## src/rtl/alu_ctrl_pkg.sv

```systemverilog
// Shared encodings for the ALU control sequencer: main-control op classes,
// R-type function fields, ALU select codes and the sequencer state type.
package alu_ctrl_pkg;

    // Wide enough for the largest execution latency (DIV_LAT up to 63)
    localparam int CNT_W = 6;

    // ALUOp classes from main control
    localparam logic [2:0] OP_ADD   = 3'b000;
    localparam logic [2:0] OP_SUB   = 3'b001;
    localparam logic [2:0] OP_AND   = 3'b010;
    localparam logic [2:0] OP_OR    = 3'b011;
    localparam logic [2:0] OP_SLT   = 3'b100;
    localparam logic [2:0] OP_RTYPE = 3'b101;
    localparam logic [2:0] OP_XORI  = 3'b110;
    localparam logic [2:0] OP_LUI   = 3'b111;

    // R-type Func field values
    localparam logic [5:0] FN_ADD = 6'b100000;
    localparam logic [5:0] FN_AND = 6'b100100;
    localparam logic [5:0] FN_SLT = 6'b101010;
    localparam logic [5:0] FN_SUB = 6'b100010;
    localparam logic [5:0] FN_OR  = 6'b100101;
    localparam logic [5:0] FN_XOR = 6'b100110;
    localparam logic [5:0] FN_NOR = 6'b100111;
    localparam logic [5:0] FN_NOP = 6'b000000;
    localparam logic [5:0] FN_MUL = 6'b000010;
    localparam logic [5:0] FN_DIV = 6'b011010;

    // ALU select codes
    localparam logic [3:0] SEL_AND = 4'b0000;
    localparam logic [3:0] SEL_OR  = 4'b0001;
    localparam logic [3:0] SEL_ADD = 4'b0010;
    localparam logic [3:0] SEL_MUL = 4'b0011;
    localparam logic [3:0] SEL_DIV = 4'b0100;
    localparam logic [3:0] SEL_XOR = 4'b0101;
    localparam logic [3:0] SEL_SUB = 4'b0110;
    localparam logic [3:0] SEL_SLT = 4'b0111;
    localparam logic [3:0] SEL_NOP = 4'b1000;
    localparam logic [3:0] SEL_LUI = 4'b1001;
    localparam logic [3:0] SEL_NOR = 4'b1100;

    typedef enum logic [1:0] {
        IDLE,
        MUL_RUN,
        DIV_RUN,
        DONE
    } state_e;

endpackage

```

## src/rtl/alu_op_decode.sv

```systemverilog
// Pure combinational ALUOp/Func decode into a 4-bit ALU select code plus
// flags marking the multi-cycle operations.
module alu_op_decode
    import alu_ctrl_pkg::*;
(
    input  logic [2:0] ALUOp,
    input  logic [5:0] Func,
    output logic [3:0] code,
    output logic       is_mul,
    output logic       is_div
);

    // Map op class (and Func for R-type) to select code; unknown Func falls back to ADD
    always_comb begin
        code   = SEL_ADD;
        is_mul = 1'b0;
        is_div = 1'b0;
        case (ALUOp)
            OP_ADD:  code = SEL_ADD;
            OP_SUB:  code = SEL_SUB;
            OP_AND:  code = SEL_AND;
            OP_OR:   code = SEL_OR;
            OP_SLT:  code = SEL_SLT;
            OP_XORI: code = SEL_XOR;
            OP_LUI:  code = SEL_LUI;
            OP_RTYPE: begin
                case (Func)
                    FN_ADD: code = SEL_ADD;
                    FN_AND: code = SEL_AND;
                    FN_SLT: code = SEL_SLT;
                    FN_SUB: code = SEL_SUB;
                    FN_OR:  code = SEL_OR;
                    FN_XOR: code = SEL_XOR;
                    FN_NOR: code = SEL_NOR;
                    FN_NOP: code = SEL_NOP;
                    FN_MUL: begin
                        code   = SEL_MUL;
                        is_mul = 1'b1;
                    end
                    FN_DIV: begin
                        code   = SEL_DIV;
                        is_div = 1'b1;
                    end
                    default: code = SEL_ADD;
                endcase
            end
            default: code = SEL_ADD;
        endcase
    end

endmodule

```

## src/rtl/alu_ctrl_seq.sv

```systemverilog
// ALU control sequencer: registers the decoded select code and stalls the
// upstream stage for the fixed latency of MUL/DIV, then pulses done.
module alu_ctrl_seq
    import alu_ctrl_pkg::*;
#(
    parameter int SEL_W   = 4,
    parameter int MUL_LAT = 4,
    parameter int DIV_LAT = 8
) (
    input  logic             clk,
    input  logic             rst_n,
    input  logic             valid_in,
    input  logic [2:0]       ALUOp,
    input  logic [5:0]       Func,
    input  logic             b_zero,
    output logic [SEL_W-1:0] sel,
    output logic             stall,
    output logic             done,
    output logic             div0
);

    state_e             state_q, state_d;
    logic [CNT_W-1:0]   cnt_q, cnt_d;
    logic [SEL_W-1:0]   sel_q, sel_d;
    logic               done_q, done_d;
    logic               div0_q, div0_d;

    logic [3:0]         dec_code;
    logic               dec_mul;
    logic               dec_div;

    alu_op_decode u_decode (
        .ALUOp  (ALUOp),
        .Func   (Func),
        .code   (dec_code),
        .is_mul (dec_mul),
        .is_div (dec_div)
    );

    // State, counter and output registers with synchronous active-low reset
    always_ff @(posedge clk) begin
        if (!rst_n) begin
            state_q <= IDLE;
            cnt_q   <= '0;
            sel_q   <= SEL_W'(SEL_ADD);
            done_q  <= 1'b0;
            div0_q  <= 1'b0;
        end else begin
            state_q <= state_d;
            cnt_q   <= cnt_d;
            sel_q   <= sel_d;
            done_q  <= done_d;
            div0_q  <= div0_d;
        end
    end

    // Next-state logic; DONE accepts a new op exactly like IDLE so ops can run back-to-back
    always_comb begin
        state_d = state_q;
        cnt_d   = cnt_q;
        sel_d   = sel_q;
        done_d  = 1'b0;
        div0_d  = 1'b0;
        case (state_q)
            IDLE, DONE: begin
                state_d = IDLE;
                if (valid_in) begin
                    sel_d = SEL_W'(dec_code);
                    if (dec_mul) begin
                        state_d = MUL_RUN;
                        cnt_d   = CNT_W'(MUL_LAT - 1);
                    end else if (dec_div && !b_zero) begin
                        state_d = DIV_RUN;
                        cnt_d   = CNT_W'(DIV_LAT - 1);
                    end else begin
                        // Single-cycle ops and divide-by-zero finish immediately
                        done_d = 1'b1;
                        div0_d = dec_div & b_zero;
                    end
                end
            end
            MUL_RUN, DIV_RUN: begin
                if (cnt_q == '0) begin
                    state_d = DONE;
                    done_d  = 1'b1;
                end else begin
                    cnt_d = cnt_q - CNT_W'(1);
                end
            end
            default: state_d = IDLE;
        endcase
    end

    assign sel   = sel_q;
    assign stall = (state_q == MUL_RUN) || (state_q == DIV_RUN);
    assign done  = done_q;
    assign div0  = div0_q;

endmodule

```

## config.mk

```make
export PLATFORM = sky130hd
export DESIGN_NAME = alu_ctrl_seq
export DESIGN_NICKNAME = d
export VERILOG_FILES = /design/src/rtl/alu_ctrl_pkg.sv /design/src/rtl/alu_op_decode.sv /design/src/rtl/alu_ctrl_seq.sv
export SDC_FILE = /design/constraint.sdc
export NUM_CORES = 1
export LEC_CHECK = 0
export CAP_MARGIN = 10
export CORE_MARGIN = 2
export CORE_UTILIZATION = 46
export DETAILED_ROUTE_END_ITERATION = 7
export GPL_ROUTABILITY_DRIVEN = 0
export PLACE_DENSITY = 0.73
export SETUP_SLACK_MARGIN = 0.15
export SLEW_MARGIN = 10
export SYNTH_ARGS = -nofsm -noshare
export SYNTH_HDL_FRONTEND = slang
export SYNTH_HIERARCHICAL = 1
export SYNTH_SLANG_ARGS = --single-unit
export TNS_END_PERCENT = 30
```

## constraint.sdc

```tcl
create_clock -name clk -period 4.3 [get_ports clk]
set_input_delay 0.86 -clock clk [delete_from_list [all_inputs] [get_ports clk]]
set_output_delay 0.86 -clock clk [all_outputs]
set_load 0.05 [all_outputs]
```

==> run_results.csv, run 1 <==
group,metric,value,unit
min_path,min_path_type,"flip-flop to flip-flop",
sta,maxSlewHeadroom,59.3,%
worst_setup_path,cp-startpoint,"state_q[1]",
clock_network,cts-root-buf,"clkbuf_4",
clock_network,h-tree-depth,1,
worst_setup_path,endpoint,"stall",
detailed_routing,avgViaCountPerCell,5.78,
placement,portBuffers,19,
placement,dp_hpwl,1.65,mm
sta,worstMarginPinSlew,0.609,ns
floorplanning,rows,16,
logic_synthesis,syn_area_per_cell,8.47,sq um
clock_network,clk_latency,0.28,ns
floorplanning,num_io_pins,20,
worst_setup_path,critPathMaxFanout,9,
clock_network,post_cts_buffers,0,
global_route,track_usage,20.1,%
logic_synthesis,synthFlopType,"dfxtp_1",
detailed_routing,drc,0,
logic_synthesis,yosysWarnings,6,
floorplanning,die_x,50.2,microns
logic_synthesis,synth_top_cell_area_share,28.5,%
worst_setup_path,reg2reg_to,"cnt_q[2]",
clock_network,cts_tree,"done",
logic_synthesis,async_flop_share,0,%
placement,pre_cts_ws,1.42,ns
floorplanning,die_area,0.00252,sq mm
worst_setup_path,cp.arrival,1.86,ns
detailed_routing,drtIter0Drc,37,
power,p_per_area,251,mW/mm^2
layout,area_growth,25.0,%
sta,setup_violations,0,
layout,diodes,0,
worst_setup_path,reg2reg_slack,2.69,ns
clock_network,ctsHoldBuffers,0,
worst_setup_path,required,3.44,ns
worst_setup_path,cp-end-kind,"primary output",
logic_synthesis,synth_cell_types,51,
worst_setup_path,cp-start-kind,"flip-flop",
power,vdd_drop_max,0.179,mV
logic_synthesis,synth_edf_count,0,
floorplanning,start_util,49.6,%
logic_synthesis,synthCells,116,
logic_synthesis,synthesis.nets,131,
power,total_power,308,uW
detailed_routing,drt_wl_total,2.19,mm
logic_synthesis,yosysTopAreaCell,"dfxtp_1",
global_route,grt_overflow_total,0,
detailed_routing,drt_pass1_iterations,4,
run_status,status,"finished clean",
sta,drv_slew,0,
clock_network,cts_made_buffers,3,
sta,hold_viol,0,
worst_setup_path,rr_worst_depth,4,
logic_synthesis,synth_area,982,sq um
clock_network,cts.sinks,14,
detailed_routing,num_vias,942,
clock_network,clkTransAtPathRegs,0.09,ns
clock_network,clockBufferDepth,2,
global_route,use_met3,4.76,%
layout,postLayoutCoreUtil,61.9,%
detailed_routing,wl_per_cell,13.4,microns
floorplanning,fp.coreArea,0.00198,sq mm
global_route,grt_max_degree,19,
global_route,grt-busiest-layer,"met2",
logic_synthesis,ys_seq_area_share,28.5,%
sta,worst_slack,1.58,ns
sta,finalClockSkew,0.00174,ns
worst_setup_path,timing_worst_setup_path_type,"flip-flop to primary output",
layout,final_layout_size_suffix_gt1_share,13.2,%
sta,rsz0062_at_grt,"no",
layout,nets,152,
logic_synthesis,synthTopCellsByArea,"dfxtp_1 29%, nand2_1 5.7%, nand3_1 3.6%",
global_route,grt_pass1_vias,937,
sta,min_period,2.72,ns
global_route,grt_use_met2,34.2,%
sta,fin_tns_setup,0,ns
global_route,grt_use_met1,25.1,%
flow_run,cap_violations,0,
global_route,antenna_found_initial,0,
clock_network,cts_resized,0,
logic_synthesis,ys_ff_latch,14,
layout,layout_commonest_cell,"clkdlybuf4s50_1",
detailed_routing,postRouteAntennaNets,0,
sta,fmax,0.368,GHz
floorplanning,die_h,50.2,microns
sta,fin_hold_ws,0.481,ns
sta,period_share,63.2,%
power,p_leak,0.488,nW
worst_setup_path,r2r-start,"cnt_q[2]",
min_path,hold_path_depth,2,
global_route,grt_pass1_wl,4.00,mm
layout,fillCellCount,172,
layout,mostFrequentLayoutCells,"19 x clkdlybuf4s50_1, 15 x nand2_1, 14 x dfxtp_1, 7 x nand3_1, 7 x nor2_1",
-- power breakdown --
group	internal (mW)	switching, mW	leakage [nW]
registers	0.133	0.00349	0.114
clock network	0.0515	0.0435	0.0210
logic	0.0322	0.0438	0.353
total	0.217	0.0907	0.488
-- synth_stat cells (2+ instances only) --
library cell and number:
a21oi_1 5, o22ai_1 2, nand2_1 15, nor3b_1 2, ha_1 2, dfxtp_1 14, or3b_2 2, clkbuf_1 2
nor4_1 4, inv_1 5, o211a_1 2, a21boi_0 3, nand2b_1 2, nor2b_1 3, nand4_1 2, o21ai_0 2
nand3_1 7, a31oi_1 2, a211oi_1 2, nor2_1 7
-- worst max-delay path: stages, from the launching register on --
cell	delay [ns]
dfxtp_1	0.49
xnor2_4	0.18
inv_2	0.11
clkdlybuf4s50_1	0.80
-- logic make-up after synthesis --
family / Yosys count / share of synthesized area, %
xor+xnor: 2 / 3.69
fa+ha+maj: 2 / 2.55
simple gates: 53 / 30.7
buf+inv: 10 / 4.59
flops: 14 / 28.5
compound gates: 35 / 29.9
-- flip-flops by register name, summed over array words and instances (netlist names) --
signal and flops:
div0 1, sel 4, state_q 2, cnt_q 6, done 1
-- per-layer routing --
layer / routed length, microns / share of wire [%] / up-vias
li1: - / - / 478
met1: 983 / 45 / 428
met2: 1080 / 49 / 32
met3: 109 / 5.0 / 4
met4: 12 / 0.55 / 0
met5: 0 / 0 / -
-- how the worst min path moves through the flow --
stage | slack, ns | to | from
after global routing | 0.51 | sel[0] | sel[0]
after floorplan | 0.46 | cnt_q[5] | cnt_q[5]
after global placement | 0.46 | sel[3] | sel[3]
after CTS | 0.49 | sel[1] | sel[1]
final | 0.48 | sel[1] | sel[1]
after detailed placement | 0.47 | sel[1] | sel[1]
-- area by class of cell --
cell class	count	area, sq um	share of cell area, %
Inverter	6	22.5	1.83
Clock buffer	4	36.3	2.96
Sequential cell	14	280	22.8
Multi-Input combinational cell	92	657	53.5
Timing Repair Buffer	20	198	16.1
Tap cell	27	33.8	2.75
-- per-stage QoR --
| stage | instances | area (sq um) |
|---|---|---|
| finish | 163 | 1230 |
| global route | 163 | 1230 |
| CTS | 163 | 1230 |
| detailed placement | 159 | 1190 |
| global placement | 159 | 1190 |
| floorplan | 116 | 982 |
(Power assumes the default switching activity.)
==> run 2: changes to the inputs <==
- clock period: 4.3 -> 2.53 ns (I/O delays scaled with it)
==> run_results.csv, run 2 (synthesis results as in run 1) <==
group,metric,value,unit
run_status,status,"finished clean",
sta,finalClockSkew,0.00307,ns
global_route,grt_overflow_total,0,
detailed_routing,drc,0,
worst_setup_path,critPathMaxFanout,9,
layout,regArea,280,sq um
layout,layout_commonest_cell,"clkdlybuf4s50_1",
sta,rsz0062_at_grt,"no",
power,total_power,488,uW
sta,min_period,2.13,ns
detailed_routing,drt_wl_total,2.16,mm
layout,postLayoutCoreUtil,62.7,%
layout,top_register,"cnt_q",
layout,final_area,0.00124,sq mm
placement,portBuffers,19,
power,p_per_area,393,mW/mm^2
clock_network,post_cts_buffers,0,
clock_network,cts_tree,"done",
worst_setup_path,critPathSlowestCell,"clkdlybuf4s50_1",
worst_setup_path,worstPathBufferInverterCount,1,
detailed_routing,postRouteAntennaNets,0,
sta,setup_violations,0,
global_route,grt_max_degree,19,
layout,final_layout_size_suffix_gt1_share,15.1,%
layout,multi_input_area,657,sq um
clock_network,clockBufferDepth,2,
flow_run,cap_violations,0,
sta,hold_viol,0,
power,vdd_drop_max,0.286,mV
layout,fillCellCount,167,
global_route,antenna_found_initial,0,
worst_setup_path,cpLargestDelayFamily,"compound AO/OA/AOI/OAI gates",
floorplanning,die_x,50.2,microns
sta,fmax,0.469,GHz
sta,drv_slew,0,
clock_network,clkTransAtPathRegs,0.08,ns
layout,diodes,0,
detailed_routing,wl_per_cell,13.0,microns
layout,nets,156,
floorplanning,num_io_pins,20,
clock_network,cts.sinks,14,
worst_setup_path,cp-start-kind,"primary input",
worst_setup_path,cp.arrival,2.34,ns
sta,worstMarginPinSlew,0.617,ns
detailed_routing,avgViaCountPerCell,5.72,
clock_network,cts_resized,1,
placement,placed_cell_area,0.00122,sq mm
sta,period_share,84.3,%
detailed_routing,drtIter0Drc,17,
worst_setup_path,cp_cell_sequence,"clkdlybuf4s50_1 > nand3b_4 > a2111o_1 > a22oi_2 > a221o_1 > nand3_1 > a21boi_0",
detailed_routing,num_vias,950,
placement,dp_hpwl,1.65,mm
layout,area_growth,26.5,%
min_path,min_path_type,"flip-flop to flip-flop",
sta,fin_hold_ws,0.482,ns
floorplanning,rows,16,
clock_network,h-tree-depth,1,
floorplanning,die_h,50.2,microns
sta,maxSlewHeadroom,58.8,%
detailed_routing,drt_pass1_iterations,4,
worst_setup_path,cp-end-kind,"flip-flop",
global_route,track_usage,18.9,%
clock_network,cts-root-buf,"clkbuf_4",
power,p_leak,0.505,nW
sta,fin_tns_setup,0,ns
floorplanning,start_util,49.6,%
worst_setup_path,timing_worst_setup_path_type,"primary input to flip-flop",
clock_network,ctsHoldBuffers,0,
global_route,grt_pass1_wl,3.68,mm
floorplanning,die_area,0.00252,sq mm
clock_network,clk_latency,0.28,ns
clock_network,cts_made_buffers,3,
global_route,grt_pass1_vias,857,
layout,mostFrequentLayoutCells,"18 x clkdlybuf4s50_1, 15 x nand2_1, 14 x dfxtp_1, 7 x nand3_1, 7 x nor2_1",
worst_setup_path,slowest_delay,0.55,ns
worst_setup_path,required,2.74,ns
layout,largest_register_ffs,6,
floorplanning,fp.coreArea,0.00198,sq mm
## run 2: cell count changes in the layout (fill, tap and decap cells not counted), sizes merged
cell,delta
dlygate4sd2,+1
clkdlybuf4s50,-1
buf,+4
clkbuf,-1
## run 2: metrics by stage
step           setup WS [ns]  std cells
4_1_cts                0.411        166
3_5_place_dp          0.0946        163
6_report               0.397        166
2_1_floorplan          0.306        116
5_1_grt                0.309        166
3_3_place_gp           0.158        163
## run 2: worst register-to-register path, cell delays in order, from the launching register on
cell,delay (ns)
dfxtp_1,0.35
nor4_2,0.46
a21oi_2,0.16
o21bai_4,0.23
a32o_1,0.22
## run 2: final timing paths
check	from	endpoint	slack (ns)	cells past startpoint
max	Func[5]	sel[0]	0.40	7
min	sel[1]	sel[1]	0.48	2
max reg2reg	cnt_q[2]	cnt_q[2]	1.01	4
min reg2reg	sel[1]	sel[1]	0.48	2
## run 2: final cells by class
class,count,share of cell area [%]
Inverter,6,1.81
Sequential cell,14,22.6
Clock buffer,3,1.81
Timing Repair Buffer,24,18.2
Tap cell,27,2.72
Multi-Input combinational cell,92,52.9
## run 2: power breakdown
group / total (mW) / internal (mW) / switching (mW) / leakage (nW)
clock: 0.123 / 0.0552 / 0.0679 / 0.0138
sequential: 0.233 / 0.227 / 0.00600 / 0.114
combinational: 0.132 / 0.0577 / 0.0747 / 0.378
## run 2: per-layer routing
metal	vias to the layer above	track usage, %	wire, microns
met2	28	32.7	1010
li1	487	-	-
met5	-	0	0
met4	0	6.94	34
met3	6	5.06	111
met1	429	22.0	998
==> run 3: changes to the inputs <==
- clock period: 2.53 -> 2.21 ns (I/O delays scaled with it)
==> run_results.csv, run 3 (synthesis results as in run 1) <==
group,metric,value,unit
floorplanning,fp.coreArea,0.00198,sq mm
clock_network,clk_latency,0.27,ns
power,p_leak,0.584,nW
layout,diodes,0,
sta,worstMarginPinSlew,0.508,ns
clock_network,cts.sinks,14,
sta,finalClockSkew,0.00209,ns
power,total_power,572,uW
worst_setup_path,cp-start-kind,"primary input",
clock_network,cts-root-buf,"clkbuf_4",
layout,top_register,"cnt_q",
placement,portBuffers,19,
clock_network,cts_tree,"done",
floorplanning,die_area,0.00252,sq mm
global_route,grt_pass1_wl,4.16,mm
detailed_routing,avgViaCountPerCell,5.65,
floorplanning,start_util,49.6,%
clock_network,clkTransAtPathRegs,0.08,ns
power,vdd_drop_max,0.287,mV
worst_setup_path,reg2reg_slack,0.65,ns
global_route,grt_overflow_total,0,
layout,postLayoutCoreUtil,67.5,%
flow_run,cap_violations,0,
detailed_routing,top_layer_used,"met4",
detailed_routing,num_vias,1000,
clock_network,cts_made_buffers,3,
run_status,status,"finished clean",
layout,layout_commonest_cell,"buf_4",
power,p_per_area,427,mW/mm^2
worst_setup_path,slowest_delay,0.45,ns
min_path,min_path_type,"flip-flop to flip-flop",
worst_setup_path,cp-startpoint,"Func[0]",
clock_network,ctsHoldBuffers,0,
floorplanning,num_io_pins,20,
detailed_routing,wl_met1,1.09,mm
worst_setup_path,cp-end-kind,"flip-flop",
sta,maxSlewHeadroom,66.0,%
sta,period_share,86.8,%
detailed_routing,drt_pass1_iterations,4,
clock_network,clockBufferDepth,2,
detailed_routing,wl_met3,132,microns
worst_setup_path,cpLargestDelayFamily,"compound AO/OA/AOI/OAI gates",
floorplanning,die_x,50.2,microns
layout,final_layout_size_suffix_gt1_share,22.7,%
detailed_routing,wl_per_cell,13.4,microns
global_route,track_usage,21.2,%
layout,largest_register_ffs,6,
detailed_routing,drt_wl_total,2.38,mm
sta,rsz0062_at_grt,"no",
worst_setup_path,critPathSlowestCell,"or3b_2",
clock_network,h-tree-depth,1,
detailed_routing,wl_met2,1.13,mm
detailed_routing,drtIter0Drc,11,
global_route,grt_max_degree,13,
worst_setup_path,cp_cell_sequence,"clkdlybuf4s50_1 > buf_4 > or3b_2 > o32a_2 > a22oi_2 > a221o_1 > nand3_1 > a21boi_1",
sta,min_period,1.92,ns
worst_setup_path,timing_worst_setup_path_type,"primary input to flip-flop",
placement,dp_hpwl,1.88,mm
detailed_routing,drc,0,
min_path,min_from,"sel[0]",
layout,stdcell_count,177,
sta,fin_hold_ws,0.467,ns
worst_setup_path,r2r-start,"cnt_q[2]",
floorplanning,die_h,50.2,microns
global_route,grt_pass1_vias,981,
detailed_routing,postRouteAntennaNets,0,
sta,drv_slew,0,
floorplanning,rows,16,
global_route,antenna_found_initial,0,
sta,hold_viol,0,
sta,fmax,0.521,GHz
worst_setup_path,required,2.42,ns
layout,nets,167,
worst_setup_path,worstPathBufferInverterCount,2,
layout,mostFrequentLayoutCells,"17 x buf_4, 15 x nand2_1, 15 x clkdlybuf4s50_1, 14 x dfxtp_1",
worst_setup_path,cp.arrival,2.13,ns
placement,dp.cells,174,
layout,area_growth,36.2,%
worst_setup_path,critPathMaxFanout,4,
sta,setup_violations,0,
run 3: cell count changes in the layout (fill, tap and decap cells not counted), sizes merged:
cell and change:
buf +12, clkdlybuf4s50 -3, dlygate4sd2 -1, dlymetal6s2s +3
run 3: cell type report:
class                           count  area, sq um
Clock buffer                        3         22.5
Timing Repair Buffer               35          315
Multi-Input combinational cell     92          663
Inverter                            6         22.5
Tap cell                           27         33.8
Sequential cell                    14          280
Fill cell                         159          644
run 3: path summary, 6_finish.rpt:
kind              cells past startpoint        to
setup / recovery                      8    sel[0]
hold / removal                        2    sel[0]
setup reg to reg                      4  cnt_q[2]
hold reg to reg                       2    sel[0]
run 3: report_power, final:
| part | switching (mW) | internal (mW) | total (mW) |
|---|---|---|---|
| Sequential | 0.00643 | 0.260 | 0.266 |
| Combinational | 0.0908 | 0.0775 | 0.168 |
| Clock | 0.0743 | 0.0631 | 0.137 |
run 3: through the flow:
stage                     setup TNS [ns]  instance area [sq um]  setup WS [ns]
after floorplan                        0                    988          0.279
after global placement           -0.0998                   1310        -0.0528
after detailed placement          -0.135                   1310        -0.0682
after CTS                              0                   1330          0.216
after global routing                   0                   1340          0.184
final                                  0                   1340          0.291
run 3: what timing repair did:
action                                  in CTS  in global routing
resized for setup                            0                  4
endpoints found under the setup margin       0                  2
setup buffers                                0                  0
run 3: per-layer routing:
metal | global-route usage [%] | up-vias
met2 | 35.5 | 21
met1 | 26.8 | 468
li1 | - | 507
met4 | 4.63 | 0
met3 | 6.25 | 4
met5 | 0 | -
run 3: worst register-to-register path: stages (launching register included):
cell and delay [ns]:
dfxtp_1 0.36, nor4_2 0.48, a21oi_2 0.17, o21bai_4 0.23, a32o_1 0.22
